===== src/rtl/alu_disp_pkg.sv =====
// Shared types and constants for the ALU result capture/display block.
// Holds the default history depth, the history entry layout, the octal
// seven-segment lookup table, the dash pattern and the digit-select enum.
package alu_disp_pkg;

    localparam int unsigned HIST_DEPTH_DEF = 4;

    typedef struct packed {
        logic [2:0] ctrl;
        logic [5:0] result;
    } entry_t;

    // Segment order {g,f,e,d,c,b,a}, active-high.
    localparam logic [6:0] SEG_LUT [8] = '{
        7'h3F, 7'h06, 7'h5B, 7'h4F, 7'h66, 7'h6D, 7'h7D, 7'h07
    };
    localparam logic [6:0] SEG_DASH = 7'h40;

    typedef enum logic [1:0] {
        DigLo = 2'd0,
        DigHi = 2'd1,
        DigOp = 2'd2
    } dig_sel_e;

    function automatic logic [6:0] seg_encode(input logic [2:0] val);
        return SEG_LUT[val];
    endfunction

endpackage


===== src/rtl/alu_result_capture_if.sv =====
// Bus between the ALU side / panel and alu_result_capture.
//   result_i, ctrl_i        : ALU result and opcode
//   cap_btn_i, view_btn_i   : raw push buttons
//   seg_o, dig_o            : multiplexed seven-segment drive
//   hist_idx_o, empty_o     : history view index and empty flag
// master drives the inputs and observes the display; slave is the capture block.
interface alu_result_capture_if;

    logic [5:0] result_i;
    logic [2:0] ctrl_i;
    logic       cap_btn_i;
    logic       view_btn_i;
    logic [6:0] seg_o;
    logic [2:0] dig_o;
    logic [1:0] hist_idx_o;
    logic       empty_o;

    modport master (
        output result_i, ctrl_i, cap_btn_i, view_btn_i,
        input  seg_o, dig_o, hist_idx_o, empty_o
    );

    modport slave (
        input  result_i, ctrl_i, cap_btn_i, view_btn_i,
        output seg_o, dig_o, hist_idx_o, empty_o
    );

endinterface


===== src/rtl/btn_debounce.sv =====
// Button conditioner: 2-flop synchronizer, debouncer and rising-edge pulse.
//   clk, rst_n : clock, synchronous active-low reset
//   btn        : raw asynchronous button level
//   pulse      : one-cycle pulse on each accepted press
// The debounced level flips only after DB_CYCLES consecutive synchronized
// samples that disagree with it; any agreeing sample restarts the count.
module btn_debounce #(
    parameter int unsigned DB_CYCLES = 16
) (
    input  logic clk,
    input  logic rst_n,
    input  logic btn,
    output logic pulse
);

    localparam int unsigned CNT_W = $clog2(DB_CYCLES + 1);

    logic [1:0]       sync_q;
    logic [CNT_W-1:0] cnt_q;
    logic             db_q;
    logic             db_prev_q;

    always_ff @(posedge clk) begin
        if (!rst_n) begin
            sync_q    <= '0;
            cnt_q     <= '0;
            db_q      <= 1'b0;
            db_prev_q <= 1'b0;
        end else begin
            sync_q    <= {sync_q[0], btn};
            db_prev_q <= db_q;
            if (sync_q[1] == db_q) begin
                cnt_q <= '0;
            end else if (cnt_q == CNT_W'(DB_CYCLES - 1)) begin
                db_q  <= sync_q[1];
                cnt_q <= '0;
            end else begin
                cnt_q <= cnt_q + CNT_W'(1);
            end
        end
    end

    assign pulse = db_q & ~db_prev_q;

endmodule


===== src/rtl/alu_result_capture.sv =====
// Captures the ALU result (and opcode) on a debounced button press into a
// circular history and shows the selected entry on a multiplexed
// seven-segment display as two octal digits.
//   clk, rst_n : clock, synchronous active-low reset
//   bus        : alu_result_capture_if.slave (inputs, display, index, empty)
// Optional feature: define ALU_CAP_OPCODE_EN to store the opcode and scan a
// third digit showing it; otherwise dig_o[2] is tied low.
module alu_result_capture
    import alu_disp_pkg::*;
#(
    parameter int unsigned DB_CYCLES  = 16,
    parameter int unsigned REFRESH_W  = 10,
    parameter int unsigned HIST_DEPTH = HIST_DEPTH_DEF
) (
    input  logic                  clk,
    input  logic                  rst_n,
    alu_result_capture_if.slave   bus
);

    localparam int unsigned PTR_W = $clog2(HIST_DEPTH);
    localparam int unsigned CNT_W = $clog2(HIST_DEPTH + 1);
`ifdef ALU_CAP_OPCODE_EN
    localparam int unsigned NUM_DIG = 3;
`else
    localparam int unsigned NUM_DIG = 2;
`endif

    logic cap_p;
    logic view_p;

    btn_debounce #(.DB_CYCLES(DB_CYCLES)) u_cap_db (
        .clk   (clk),
        .rst_n (rst_n),
        .btn   (bus.cap_btn_i),
        .pulse (cap_p)
    );

    btn_debounce #(.DB_CYCLES(DB_CYCLES)) u_view_db (
        .clk   (clk),
        .rst_n (rst_n),
        .btn   (bus.view_btn_i),
        .pulse (view_p)
    );

`ifdef ALU_CAP_OPCODE_EN
    entry_t     hist_q [HIST_DEPTH];
`else
    logic [5:0] hist_q [HIST_DEPTH];
    logic       unused_ctrl;
    assign unused_ctrl = ^bus.ctrl_i;
`endif
    logic [PTR_W-1:0] wr_ptr_q;
    logic [PTR_W-1:0] view_q;
    logic [CNT_W-1:0] count_q;
    logic [PTR_W-1:0] sel_idx;
    logic [5:0]       sel_result;
    logic             empty;

    // Capture has priority over browse when both pulses coincide.
    always_ff @(posedge clk) begin
        if (!rst_n) begin
            for (int i = 0; i < HIST_DEPTH; i++) begin
                hist_q[i] <= '0;
            end
            wr_ptr_q <= '0;
            view_q   <= '0;
            count_q  <= '0;
        end else if (cap_p) begin
`ifdef ALU_CAP_OPCODE_EN
            hist_q[wr_ptr_q] <= '{ctrl: bus.ctrl_i, result: bus.result_i};
`else
            hist_q[wr_ptr_q] <= bus.result_i;
`endif
            wr_ptr_q <= wr_ptr_q + PTR_W'(1);
            view_q   <= '0;
            if (count_q != CNT_W'(HIST_DEPTH)) begin
                count_q <= count_q + CNT_W'(1);
            end
        end else if (view_p && !empty) begin
            if (CNT_W'(view_q) == count_q - CNT_W'(1)) begin
                view_q <= '0;
            end else begin
                view_q <= view_q + PTR_W'(1);
            end
        end
    end

    assign empty   = (count_q == '0);
    // Newest entry sits just behind the write pointer.
    assign sel_idx = wr_ptr_q - PTR_W'(1) - view_q;
`ifdef ALU_CAP_OPCODE_EN
    logic [2:0] sel_ctrl;
    assign sel_result = hist_q[sel_idx].result;
    assign sel_ctrl   = hist_q[sel_idx].ctrl;
`else
    assign sel_result = hist_q[sel_idx];
`endif

    // Display scan
    logic [REFRESH_W-1:0] refresh_q;
    dig_sel_e             dig_sel_q;
    dig_sel_e             dig_sel_d;
    logic [NUM_DIG-1:0]   dig_q;
    logic [NUM_DIG-1:0]   dig_d;
    logic [6:0]           seg_q;
    logic [6:0]           seg_d;

    // Segment data is decoded for the digit about to be lit so that digit
    // enable and segments switch on the same edge.
    always_comb begin
        dig_sel_d = dig_sel_q;
        if (&refresh_q) begin
            unique case (dig_sel_q)
                DigLo:   dig_sel_d = DigHi;
`ifdef ALU_CAP_OPCODE_EN
                DigHi:   dig_sel_d = DigOp;
                DigOp:   dig_sel_d = DigLo;
`else
                DigHi:   dig_sel_d = DigLo;
`endif
                default: dig_sel_d = DigLo;
            endcase
        end

        dig_d = NUM_DIG'(1) << dig_sel_d;

        seg_d = SEG_DASH;
        if (!empty) begin
            case (dig_sel_d)
                DigLo:   seg_d = seg_encode(sel_result[2:0]);
                DigHi:   seg_d = seg_encode(sel_result[5:3]);
`ifdef ALU_CAP_OPCODE_EN
                DigOp:   seg_d = seg_encode(sel_ctrl);
`endif
                default: seg_d = SEG_DASH;
            endcase
        end
    end

    always_ff @(posedge clk) begin
        if (!rst_n) begin
            refresh_q <= '0;
            dig_sel_q <= DigLo;
            dig_q     <= NUM_DIG'(1);
            seg_q     <= SEG_DASH;
        end else begin
            refresh_q <= refresh_q + REFRESH_W'(1);
            dig_sel_q <= dig_sel_d;
            dig_q     <= dig_d;
            seg_q     <= seg_d;
        end
    end

`ifdef ALU_CAP_OPCODE_EN
    assign bus.dig_o = dig_q;
`else
    assign bus.dig_o = {1'b0, dig_q};
`endif
    assign bus.seg_o      = seg_q;
    assign bus.hist_idx_o = view_q;
    assign bus.empty_o    = empty;

endmodule


===== src/flat_wrapper.sv =====
// flat-port wrapper written by rule: the top's interface ports become plain ports
module alu_result_capture_flat import alu_disp_pkg::*;
#(
    parameter int unsigned DB_CYCLES  = 16,
    parameter int unsigned REFRESH_W  = 10,
    parameter int unsigned HIST_DEPTH = HIST_DEPTH_DEF
)
  (clk, rst_n, bus_result_i, bus_ctrl_i, bus_cap_btn_i, bus_view_btn_i, bus_seg_o, bus_dig_o, bus_hist_idx_o, bus_empty_o);
  alu_result_capture_if bus_i ();
  input  logic clk;
  input  logic rst_n;
  input wire logic [$bits(bus_i.result_i)-1:0] bus_result_i;
  input wire logic [$bits(bus_i.ctrl_i)-1:0] bus_ctrl_i;
  input wire logic [$bits(bus_i.cap_btn_i)-1:0] bus_cap_btn_i;
  input wire logic [$bits(bus_i.view_btn_i)-1:0] bus_view_btn_i;
  output wire logic [$bits(bus_i.seg_o)-1:0] bus_seg_o;
  output wire logic [$bits(bus_i.dig_o)-1:0] bus_dig_o;
  output wire logic [$bits(bus_i.hist_idx_o)-1:0] bus_hist_idx_o;
  output wire logic [$bits(bus_i.empty_o)-1:0] bus_empty_o;
  assign bus_i.result_i = bus_result_i;
  assign bus_i.ctrl_i = bus_ctrl_i;
  assign bus_i.cap_btn_i = bus_cap_btn_i;
  assign bus_i.view_btn_i = bus_view_btn_i;
  assign bus_seg_o = bus_i.seg_o;
  assign bus_dig_o = bus_i.dig_o;
  assign bus_hist_idx_o = bus_i.hist_idx_o;
  assign bus_empty_o = bus_i.empty_o;
  alu_result_capture #(.DB_CYCLES(DB_CYCLES), .REFRESH_W(REFRESH_W), .HIST_DEPTH(HIST_DEPTH)) u_core (.clk(clk), .rst_n(rst_n), .bus(bus_i));
endmodule

===== config.mk =====
export PLATFORM = sky130hd
export DESIGN_NAME = alu_result_capture_flat
export DESIGN_NICKNAME = d
export VERILOG_FILES = /design/src/rtl/alu_disp_pkg.sv /design/src/rtl/alu_result_capture_if.sv /design/src/rtl/btn_debounce.sv /design/src/rtl/alu_result_capture.sv /design/src/flat_wrapper.sv
export SDC_FILE = /design/constraint.sdc
export NUM_CORES = 1
export LEC_CHECK = 0
export ABC_AREA = 0
export CAP_MARGIN = 20
export CORE_UTILIZATION = 35
export CTS_BUF_LIST = sky130_fd_sc_hd__clkbuf_8
export DETAILED_ROUTE_END_ITERATION = 6
export SETUP_SLACK_MARGIN = 0.02
export SKIP_CTS_REPAIR_TIMING = 1
export SLEW_MARGIN = 10
export SYNTH_ARGS = -nofsm -noshare
export SYNTH_HDL_FRONTEND = slang
export SYNTH_HIERARCHICAL = 1
export SYNTH_SLANG_ARGS = --single-unit

===== constraint.sdc =====
create_clock -name clk -period 2.63 [get_ports clk]
set_input_delay 0.6575 -clock clk [delete_from_list [all_inputs] [get_ports clk]]
set_output_delay 0.6575 -clock clk [all_outputs]
set_load 0.05 [all_outputs]

==> results.md <==
- Run status: finished, final reports clean
- Number of fill cells in the layout: 943
- Worst-skew pair later-pin latency: 0.34 ns
- Vias in the first global route: 2,232
- Reg-to-Reg End: u_core/bus.seg_o[6]
- Routed WL: 5850 um
- Routing usage on met3: 4.21%
- Grt ovf: 0
- Dominant synthesized flop cell: dfxtp_1
- Initial core utilization: 36.8%
- Layout cells sized above 1: 10.9%
- P per Cell Area: 523 nW/um2
- Final period util: 90.8%
- Max-Cap Viols: 0
- Most frequent cells in the layout: dfxtp_1 (44), nor2_1 (39), inv_1 (29)
- Area leader, netlist: dfxtp_1
- Crit path launch: u_core/bus.hist_idx_o[0]
- All-Layer GR Usage: 12.8%
- Final worst setup slack: 0.243 ns
- Leakage: 1.61 nW
- TritonCTS clock tree: built
- Longest Clk Path Bufs: 2
- Fraction of registers with async set/reset: 0%
- Cell Rows: 35
- First-pass GRT wire length: 10,200 um
- Syn avg cell area: slightly above 10 um2
- Root Driver: clkbuf_8
- Placer Congestion: 0.805
- # setup viols final: 0
- Minimum clock period: 2.39 ns
- Worst hold path depth: 1
- Core box area: ~9400 um2
- Yosys top cell area share: roughly a quarter
- Via Count: about 2,300
- Die height: around 100 um
- Slew @ Worst Pin: approximately 0.82 ns
- Syn_nets: 371
- WP data required: 2.91 ns
- H-tree levels: 3
- Avg Vias per Cell: between 4 and 5
- Dpl cell area: 3800 um2
- Seq/Total Area, Yosys: 47.6%
- Peak VDD IR: around 0.20 mV
- Most common cell after layout, fill and taps aside: dfxtp_1
- Initial antenna violation count: 0
- Final Hold Viols: 0
- Peak fanout along the critical path: 8
- DR pass1 iterations: 4
- Largest net degree at the start of global routing: 27
- Detailed placement HPWL: 4510 um
- Placed insts: 488
- Synth Warn #: 6
- Max incr delay on CP: approximately 0.6 ns
- Drt first-iter violations: 111
- Unrepaired setup endpoints after global routing: no
- Slew Viols, Final: 0
- Grt met1 use: 16.7%
- Largest cells by area after synthesis: dfxtp_1 (27%), edfxtp_1 (21%), ha_1 (6.2%)
- Antenna cells: 0
- GRT busiest layer: met2
- Fin area: 4000 um2
- Die area: 10,200 um2
- RR Startpoint: u_core/bus.hist_idx_o[0]
- Fin cells: 504
- Num CTS Buffers: 9
- EDFF count, synth: 24
- Fmax: between 400 and 500 MHz
- CP max stage cell: mux4_2
- Total power: roughly 2.1 mW
- Met2 Track Usage GR: 20.1%
- CTS clock-pin slew for the worst setup and hold paths: 0.07 ns
- Worst setup EP type: flop
- Synthesized area: between 3000 and 4000 um2
- R2r setup slk: between 0.2 and 0.25 ns
- Dpl ws: 0.235 ns
- Antenna-violating nets left: 0
- Chain of cells forming the critical path: inv_1 > ha_1 > mux4_2 > ha_1 > nand3_1 > o21ai_0 > o21ai_0 > a221o_1
- Startpoint Class: flop
- Hold Crit Class: flop to flop
- DRC viols: 0
- R2r worst-path depth: 8
- Ports: 26
- WL per Instance: 11.6 um
- Post-synthesis register bit count: 70
- Clk sink count: 70
- # nets final: 400
- Cells after Synth: 341
- PortBufs: 21
- Max_slew headroom: 44.9%
- Worst Setup EP: u_core/bus.seg_o[6]
- Syn-to-layout area delta: 16.0%
- WP data arrival: 2.67 ns
- Die X: a little over 100 um
- Setup Skew: 0.0110 ns
- WHS: 0.439 ns
- Critical setup path kind: flop to flop
- Worst hold start: u_core/u_cap_db/sync_q[0]
- Synth cell types: 46
-- kinds of logic (layout without fill, tap and decap cells) --
family	after synthesis	in the layout	share of synthesized area (%)
compound gates	45	45	8.53
xor+xnor	21	21	5.77
fa+ha+maj	17	17	6.17
buf+inv	39	73	5.52
flops	70	70	47.6
mux	12	12	5.66
other cells	1	1	0.109
simple gates	136	136	20.6
-- sequential cells by signal (all words and copies together), names as in the netlist, 2 cells and up --
register                 count
u_core/bus.hist_idx_o        2
u_core/bus.seg_o             7
u_core/count_q               3
u_core/dig_q                 2
u_core/dig_sel_q             2
u_core/hist_q               24
u_core/refresh_q            10
u_core/u_cap_db/cnt_q        5
u_core/u_cap_db/sync_q       2
u_core/u_view_db/cnt_q       5
u_core/u_view_db/sync_q      2
u_core/wr_ptr_q              2
-- worst min-delay path by stage --
stage	end
after floorplan	u_core/u_cap_db/sync_q[1]
after global placement	u_core/u_cap_db/sync_q[1]
after detailed placement	u_core/u_cap_db/sync_q[1]
after CTS	u_core/u_cap_db/sync_q[1]
after global routing	u_core/u_cap_db/sync_q[1]
final	u_core/u_cap_db/sync_q[1]
-- stage by stage --
stage	setup TNS (ns)	utilization (%)
floorplan	0	-
global placement	0	40.5
detailed placement	0	40.5
CTS	-0.0614	42.6
global route	0	42.7
finish	0	42.7
-- metal layers --
metal	up-vias	routed length [um]	share of wire [%]
li1	1216	-	-
met1	1054	2880	49
met2	47	2620	45
met5	-	0	0
met3	5	313	5.3
met4	0	34	0.58
-- cells in the mapped netlist (3+ instances only) --
| master | n |
|---|---|
| nor3b_1 | 7 |
| nand2b_1 | 4 |
| ha_1 | 17 |
| a31oi_1 | 3 |
| xor2_1 | 13 |
| o22ai_1 | 4 |
| edfxtp_1 | 24 |
| and2_1 | 25 |
| inv_1 | 28 |
| xnor2_1 | 7 |
| nor2b_1 | 9 |
| dfxtp_1 | 46 |
| clkbuf_1 | 4 |
| nor2_1 | 39 |
| o21ai_0 | 14 |
| o311ai_0 | 4 |
| a21oi_1 | 8 |
| nand3_1 | 10 |
| mux4_2 | 6 |
| nand2_1 | 26 |
| mux2i_1 | 6 |
| and3_1 | 5 |
-- cell type report --
cell class	instances	area [um2]	share of cell area, %
Tap cell	129	161	4.04
Timing Repair Buffer	29	273	6.82
Multi-Input combinational cell	232	1620	40.4
Clock inverter	6	62.6	1.56
Inverter	28	105	2.63
Sequential cell	70	1640	41.1
Clock buffer	10	138	3.44
-- critical path, delay by kind of cell (launching register included) --
kind	cells	cell delay, ns
AOI/OAI and AO/OA	3	0.44
adders and majority gates	2	0.77
buffers and inverters	1	0.06
DFF	1	0.35
muxes	1	0.60
and+or+nand+nor	1	0.10
-- power breakdown --
| group | leakage (nW) | switching [mW] | internal, mW |
|---|---|---|---|
| clock | 0.100 | 0.393 | 0.462 |
| combinational | 0.889 | 0.0429 | 0.0411 |
| sequential | 0.621 | 0.0171 | 1.14 |
| total | 1.61 | 0.453 | 1.64 |
Power figures use the tool's default switching activity.
